`src/rtl/calc_pkg.sv`:
```
`default_nettype none
// ----------------------------------------------------------------------------
// calc_pkg : shared state encodings and sizing for the calculator controller
// Rev 1.0
// ----------------------------------------------------------------------------
package calc_pkg;

  localparam int LARGURA = 8;
  localparam int BCD_W   = 12;
  localparam int N_ITER  = 8;

  typedef enum logic [2:0] {
    ESPERA_A  = 3'd0,
    ESPERA_B  = 3'd1,
    ESPERA_OP = 3'd2,
    CALCULA   = 3'd3,
    CONVERTE  = 3'd4,
    MOSTRA    = 3'd5
  } estado_t;

  // Double-dabble digit correction applied before each shift.
  function automatic logic [3:0] add3(input logic [3:0] d);
    return (d >= 4'd5) ? d + 4'd3 : d;
  endfunction

endpackage
`default_nettype wire

```
`src/rtl/calculadora_ctrl_bin2bcd.sv`:
```
`default_nettype none
// ----------------------------------------------------------------------------
// bin2bcd_seq : sequential 8-bit binary to 3-digit BCD (double-dabble)
// Rev 1.0
// ----------------------------------------------------------------------------
module bin2bcd_seq
  import calc_pkg::*;
(
  input  logic        clk,
  input  logic        rst,
  input  logic        start,
  input  logic [7:0]  bin,
  output logic [11:0] bcd,
  output logic        done
);

  logic [7:0]       bin_q;
  logic [BCD_W-1:0] bcd_q;
  logic [BCD_W-1:0] bcd_adj;
  logic [3:0]       cnt_q;
  logic             busy_q;
  logic             done_q;

  always_comb begin
    bcd_adj = {add3(bcd_q[11:8]), add3(bcd_q[7:4]), add3(bcd_q[3:0])};
  end

  always_ff @(posedge clk) begin
    if (rst) begin
      bin_q  <= '0;
      bcd_q  <= '0;
      cnt_q  <= '0;
      busy_q <= 1'b0;
      done_q <= 1'b0;
    end else begin
      done_q <= 1'b0;
      if (start) begin
        // A start while busy simply restarts the conversion.
        bin_q  <= bin;
        bcd_q  <= '0;
        cnt_q  <= 4'(N_ITER);
        busy_q <= 1'b1;
      end else if (busy_q) begin
        {bcd_q, bin_q} <= {bcd_adj[BCD_W-2:0], bin_q, 1'b0};
        cnt_q          <= cnt_q - 4'd1;
        if (cnt_q == 4'd1) begin
          busy_q <= 1'b0;
          done_q <= 1'b1;
        end
      end
    end
  end

  assign bcd  = bcd_q;
  assign done = done_q;

endmodule
`default_nettype wire

```
`src/rtl/calculadora_ctrl.sv`:
```
`default_nettype none
// ----------------------------------------------------------------------------
// calculadora_ctrl : captures A/B/op from switches, drives the external adder,
//                    registers its result and converts it to BCD for display
// Rev 1.0
// ----------------------------------------------------------------------------
module calculadora_ctrl #(
  parameter int LARGURA = 8
) (
  input  logic               clk,
  input  logic               rst,
  input  logic [LARGURA-1:0] chaves,
  input  logic               op,
  input  logic               confirma,
  input  logic               limpa,
  output logic [LARGURA-1:0] a_out,
  output logic [LARGURA-1:0] b_out,
  output logic               sel_out,
  input  logic [LARGURA-1:0] res_in,
  input  logic               cout_in,
  output logic [LARGURA-1:0] resultado,
  output logic [11:0]        bcd,
  output logic               flag_carry,
  output logic               pronto,
  output logic [2:0]         estado
);

  import calc_pkg::*;

  estado_t            state_q, state_d;
  logic               confirma_q;
  logic [LARGURA-1:0] a_q, a_d, b_q, b_d, res_q, res_d;
  logic               sel_q, sel_d, carry_q, carry_d;
  logic [BCD_W-1:0]   bcd_q, bcd_d;

  logic               press;
  logic               conv_start;
  logic               conv_rst;
  logic               conv_done;
  logic [BCD_W-1:0]   conv_bcd;

  assign press    = confirma & ~confirma_q;
  assign conv_rst = rst | limpa;

  bin2bcd_seq u_bin2bcd (
    .clk   (clk),
    .rst   (conv_rst),
    .start (conv_start),
    .bin   (res_in),
    .bcd   (conv_bcd),
    .done  (conv_done)
  );

  always_comb begin
    state_d    = state_q;
    a_d        = a_q;
    b_d        = b_q;
    sel_d      = sel_q;
    res_d      = res_q;
    carry_d    = carry_q;
    bcd_d      = bcd_q;
    conv_start = 1'b0;
    if (limpa) begin
      state_d = ESPERA_A;
      a_d     = '0;
      b_d     = '0;
      sel_d   = 1'b0;
      res_d   = '0;
      carry_d = 1'b0;
      bcd_d   = '0;
    end else begin
      case (state_q)
        ESPERA_A: if (press) begin
          a_d     = chaves;
          state_d = ESPERA_B;
        end
        ESPERA_B: if (press) begin
          b_d     = chaves;
          state_d = ESPERA_OP;
        end
        ESPERA_OP: if (press) begin
          sel_d   = op;
          state_d = CALCULA;
        end
        CALCULA: begin
          // Subtraction carry-out is the inverted borrow, so flip it back.
          res_d      = res_in;
          carry_d    = sel_q ? ~cout_in : cout_in;
          conv_start = 1'b1;
          state_d    = CONVERTE;
        end
        CONVERTE: if (conv_done) begin
          bcd_d   = conv_bcd;
          state_d = MOSTRA;
        end
        MOSTRA: if (press) begin
          state_d = ESPERA_A;
        end
        default: state_d = ESPERA_A;
      endcase
    end
  end

  always_ff @(posedge clk) begin
    if (rst) begin
      state_q    <= ESPERA_A;
      confirma_q <= 1'b1;   // a button held through reset must not fire
      a_q        <= '0;
      b_q        <= '0;
      sel_q      <= 1'b0;
      res_q      <= '0;
      carry_q    <= 1'b0;
      bcd_q      <= '0;
    end else begin
      state_q    <= state_d;
      confirma_q <= confirma;
      a_q        <= a_d;
      b_q        <= b_d;
      sel_q      <= sel_d;
      res_q      <= res_d;
      carry_q    <= carry_d;
      bcd_q      <= bcd_d;
    end
  end

  assign a_out      = a_q;
  assign b_out      = b_q;
  assign sel_out    = sel_q;
  assign resultado  = res_q;
  assign flag_carry = carry_q;
  assign bcd        = bcd_q;
  assign pronto     = (state_q == MOSTRA);
  assign estado     = state_q;

endmodule
`default_nettype wire

```
`config.mk`:
```
export PLATFORM = sky130hd
export DESIGN_NAME = calculadora_ctrl
export DESIGN_NICKNAME = d
export VERILOG_FILES = /design/src/rtl/calc_pkg.sv /design/src/rtl/calculadora_ctrl_bin2bcd.sv /design/src/rtl/calculadora_ctrl.sv
export SDC_FILE = /design/constraint.sdc
export NUM_CORES = 1
export LEC_CHECK = 0
export ABC_CLOCK_PERIOD_IN_PS = 1400
export CORE_ASPECT_RATIO = 2
export CORE_MARGIN = 2
export CORE_UTILIZATION = 47
export CTS_BUF_LIST = sky130_fd_sc_hd__clkbuf_2 sky130_fd_sc_hd__clkbuf_4 sky130_fd_sc_hd__clkbuf_8
export DETAILED_ROUTE_END_ITERATION = 10
export PLACE_DENSITY = 0.88
export SLEW_MARGIN = 15
export SYNTH_ARGS = -nofsm -noshare
export SYNTH_HDL_FRONTEND = slang
export SYNTH_SLANG_ARGS = --single-unit
```
`constraint.sdc`:
```
create_clock -name clk -period 1.4 [get_ports clk]
set_input_delay 0.21 -clock clk [delete_from_list [all_inputs] [get_ports clk]]
set_output_delay 0.21 -clock clk [all_outputs]
set_load 0.05 [all_outputs]
```
Yosys cells after proc, flatten, opt, wreduce, memory -nomap -nowiden
Cells that the tools add are included.

Register bits after elaboration: 68. Logic and storage cells: 67.

Add/sub/neg operators: 4. Magnitude comparators: 3. Equality and inequality tests: 11. Multiplexer cells: 20. Bitwise gates (word level): 5. Reduce and logical (&&, ||, !) cells: 10.

Operators by type and width (count): $mux 3 (6); $pmux 3 s6 (1); $mux 4 (4); $mux 8 (2); $ge 4x3->1 const B (3); $add 4x2->4 const B (2); $reduce_and 2->1 (4); $mux 1 (7); $eq 3x2->1 const B (2); $eq 3x3->1 const B (2); $ne 2x2->1 const B (3); $reduce_and 5->1 (1); $eq 4x1->1 const B (1); $ne 2x1->1 const B (2); $reduce_or 2->1 (2); $sub 4x1->4 const B (1); $add 3x2->3 const B (1); $eq 3x1->1 const B (1); $logic_not 3->1 (1); $not 1->1 (3); $reduce_or 3->1 (1); $reduce_bool 2->1 (1); $and 1x1->1 (1); $or 1x1->1 (1).

Logic depth before layout (Yosys ltp)
Depth in word-level cells: 4. Depth in mapped cells: 7.

Hierarchy
From an unflattened synthesis, not the netlist that was laid out.

Cells, all modules: 347. Area total of the unflattened synthesis: 2999.1 um2.

By module, submodules not included: calculadora_ctrl (instances 1, cells each 180, area each 1587.8 um2); bin2bcd_seq (instances 1, cells each 167, area each 1411.4 um2).

Least setup slack after synthesis
No wires, ideal clock.

Kind: register to register. Start: reg state_q[1] (netlist: estado[1]). End: reg u_bin2bcd.bin_q[7]. Library setup time: 134 ps. Arrival time: 1646 ps. Required time: 1266 ps. Setup slack: -380 ps. Stages on the path, launching flop included: 8. Buffers on the path: 3. Path through: dfxtp_1 -> buf_4 -> nand3b_4 -> or2_2 -> clkbuf_2 -> buf_6 -> nor2_1 -> a211oi_1.

Cells in the longest elaborated chain, start to end: 4.

RTL lines: start, declared (RTL line calculadora_ctrl.sv:30) `estado_t state_q, state_d;`; start signal, assigned (RTL line calculadora_ctrl.sv:115) `state_q <= state_d;`; $eq 3x2->1 (*) (RTL line calculadora_ctrl.sv:72) `case (state_q)`; $mux 1 (*) (RTL line calculadora_ctrl.sv:72); $mux 1 (*) (RTL line calculadora_ctrl.sv:63) `if (limpa) begin`; $mux 8 / $reduce_bool 2->1 (equally long branches); end signal, assigned (RTL line calculadora_ctrl_bin2bcd.sv:39) `bin_q <= bin;`; end signal, assigned (RTL line calculadora_ctrl_bin2bcd.sv:44) `{bcd_q, bin_q} <= {bcd_adj[BCD_W-2:0], bin_q, 1'b0};`; end, declared (RTL line calculadora_ctrl_bin2bcd.sv:17) `logic [7:0] bin_q;`.

Every way passes the cells marked *; elsewhere a longest branch is shown, timed or not. A chain may end at the register's enable or synchronous reset.

Worst setup path in the final report
Start: reg confirma_q. End: reg b_q[4] (netlist: b_out[4]).

Cells in the longest elaborated chain, start to end: 3.

RTL lines: start, declared (RTL line calculadora_ctrl.sv:31) `logic confirma_q;`; start signal, assigned (RTL line calculadora_ctrl.sv:116) `confirma_q <= confirma;`; $not 1->1 (RTL line calculadora_ctrl.sv:42) `assign press = confirma & ~confirma_q;`; $and 1x1->1 (RTL line calculadora_ctrl.sv:42); $reduce_and 2->1 (no source line); end signal, assigned (RTL line calculadora_ctrl.sv:109) `b_q <= '0;`; end signal, assigned (RTL line calculadora_ctrl.sv:118) `b_q <= b_d;`; end, declared (RTL line calculadora_ctrl.sv:32) `logic [LARGURA-1:0] a_q, a_d, b_q, b_d, res_q, res_d;`.

Every way passes these cells.

==> reports/qor.yml <==
place:
  hpwl_mm: 5.563
  gp_congestion: 0.7921
  numPortBuffers: 63
  dpl.cell_count: 460
  dpl_cell_area_mm2: 0.004195
logic_synthesis:
  synth.most_common_cell: "dfxtp_1"
  avgSynthCellArea_um2: 8.804
  synth-seq-cells: 68
  yosysWarnings: 0
  ys_top_cells_by_area: "dfxtp_1 (47%), mux2i_1 (8.6%), nand2_1 (6.8%)"
  netlist.area_leader.share_pct: 46.58
  synth_nets: 362
  ys_types: 38
  synth_cells: 332
  ys_seq_area_share_pct: 46.58
  synthTopCellsByCount: "dfxtp_1 (68), nand2_1 (53), nor2_1 (38), a21oi_1 (35), mux2i_1 (25)"
  ys.flop_type: "dfxtp_1"
  syn_area_mm2: 0.002923
  yosysTopAreaCell: "dfxtp_1"
  synth-edff-count: 0
  async_flop_share_pct: 0
detailed_routing:
  drtIter0Drc: 160
  vias: 2932
  routed_via_density: 6.033
  detail_route.wl_per_cell_um: 20.95
  ant_nets: 0
  wirelength_mm: 10.18
  route.detailed.drc: 0
  firstDrtPassIters: 5
timing:
  finalMaxSlewViolations: 0
  max_freq_mhz: 632.7
  hold_viol_final: 0
  period_minus_slack_ns: 1.581
  max-slew-margin-rel_pct: 62.51
  skew_ns: 0.01053
  finalCritPeriodShare_pct: 112.9
  tightest_slew_ns: 0.5623
  fin_ws_ns: -0.1807
  holdWs_ns: 0.2263
  setup_violations: 21
  rsz0062_at_grt: "true"
worst_setup_path:
  cp.required_ns: 1.68
  timing.rr.start: "confirma_q"
  worst_ep_arrival_time_ns: 1.86
  endpoint_kind: "flip-flop"
  max_stage_delay_ns: 0.51
  cp_max_fo: 8
  cp_slowest_cell: "or4b_4"
  crit_type: "flip-flop to flip-flop"
  cp-startpoint: "confirma_q"
  path_cells: "nand2b_4 -> or4b_4 -> buf_12 -> mux2i_4 -> nor2_1"
  crit_path_start_kind: "flip-flop"
power_and_ir_drop:
  leakage_nw: 1.827
  totalPowerFinal_mw: 4.218
  power_density_mw_per_mm2: 890.5
  peakVddDrop_mv: 1.136
clock_tree:
  hold_buffers: 0
  path_clk_slew_ns: 0.08
  cts.path.max_buffers: 2
  numCtsBuffers: 9
  clk_latency_ns: 0.36
  cts_tree: "yes"
  ctsHtreeMaxLevel: 3
  root_buffer: "clkbuf_8"
  clock_sinks: 68
global_routing:
  grt.overflow.total: 0
  grt_pass1_vias: 2985
  antenna_found_initial: 0
  grt_pass1_wl_mm: 14.75
  grt_max_degree: 52
  track_usage_pct: 28.49
hold_path:
  min-delay-start: "confirma"
  hold_path.class: "input port to flip-flop"
final_layout:
  num_antenna_cells: 0
  finalNetCount: 448
  finalInstanceArea_mm2: 0.004737
  area_growth_pct: 62.07
  finalNonFillerCells: 486
  finish.utilization_pct: 78.88
  drive_gt1_share_pct: 35.46
status:
  status: "finished, violations left"
  violations: "negative setup slack"
floorplanning:
  fp.dieH_um: 115.5
  core_mm2: 0.006006
  die_area_mm2: 0.006903
  initial_core_util_pct: 48.67
  rows: 40
  ioPinCount: 64
  die_w_um: 59.76
run:
  maxCapViolations: 0
## cells in the final DEF, fill, tap and decap left out, drive strengths merged, types with 2 or more instances in the layout
master	n
mux2	3
nor4b	2
nor3	3
clkdlybuf4s50	20
a31oi	2
a311oi	2
a21o	2
o21ai	5
a2bb2oi	2
bufinv	3
mux2i	25
clkbuf	12
buf	80
nand3b	4
a21oi	35
o21a	2
nor2b	4
xnor2	3
nor2	38
nand2b	4
ha	8
a211oi	14
or4	2
dfxtp	68
inv	8
and3b	2
nand2	53
nand3	5
nand4	2
or2	4
## stage by stage
| step | setup TNS, ns | setup slack, ns |
|---|---|---|
| floorplan | -1.541 | -0.1150 |
| CTS | -1.481 | -0.1450 |
| global route | -3.229 | -0.2220 |
| finish | -2.424 | -0.1807 |
| global placement | -12.35 | -0.4269 |
| detailed placement | -14.29 | -0.5197 |
## path summary, 6_finish.rpt
kind / endpoint / slack (ns) / depth (start not counted)
worst max-delay path: b_out[4] / -0.18 / 5
worst min-delay path: confirma_q / 0.23 / 2
worst max register to register: b_out[4] / -0.18 / 5
worst min register to register: bcd[1] / 0.48 / 2
## area by class of cell
class	instances	area, um^2
multi-input cells	230	1614
flip-flops and latches	68	1383
repair buffers	101	1375
fillers	279	1269
clock buffers	12	158.9
clock inverters	4	95.09
well taps	63	78.83
inverters	8	32.53
## worst max-delay path: cells and delay by family, from the launching register on
| kind | cells | cell delay [ns] |
|---|---|---|
| buffers and inverters | 1 | 0.17 |
| and+or+nand+nor | 3 | 0.81 |
| DFF | 1 | 0.33 |
| muxes | 1 | 0.18 |
## routing by layer
layer / up-vias / wire length, um / global-route usage, %
li1: 1301 / - / -
met1: 1427 / 3493 / 30.02
met2: 153 / 5475 / 49.57
met3: 51 / 603 / 8.482
met4: 0 / 606 / 14.07
met5: - / 0 / 0
## flip-flops by register name, indices dropped and copies added (netlist names)
register          count
confirma_q            1
sel_out               1
flag_carry            1
u_bin2bcd.done        1
a_out                 8
u_bin2bcd.bin_q       8
u_bin2bcd.bcd        12
resultado             8
estado                3
u_bin2bcd.cnt_q       4
bcd                  12
u_bin2bcd.busy_q      1
b_out                 8
## power breakdown
group	internal [mW]	leakage, nW	total, mW	switching [mW]
sequential	1.93	0.553	1.94	0.00701
clock	1.30	0.130	2.07	0.773
combinational	0.103	1.14	0.208	0.105
## cells by family after synthesis
logic type                 after synthesis  synth area share, %
xor gates and xnor gates                 4                1.199
muxes                                   28                9.717
and+or+nand+nor                        124                19.69
DFF                                     68                46.58
adders and majority gates                8                3.425
buffers and inverters                   35                5.950
AOI/OAI and AO/OA                       65                13.44
## repair_timing
action                                  in CTS  in global routing
pin swaps                                    7                  9
gates resized for setup                     27                 27
endpoints found under the setup margin      31                 35
gates cloned                                 1                  0
buffers inserted                             7                  2
hold endpoints to repair                     0                  0
Power figures use the tool's default switching activity.
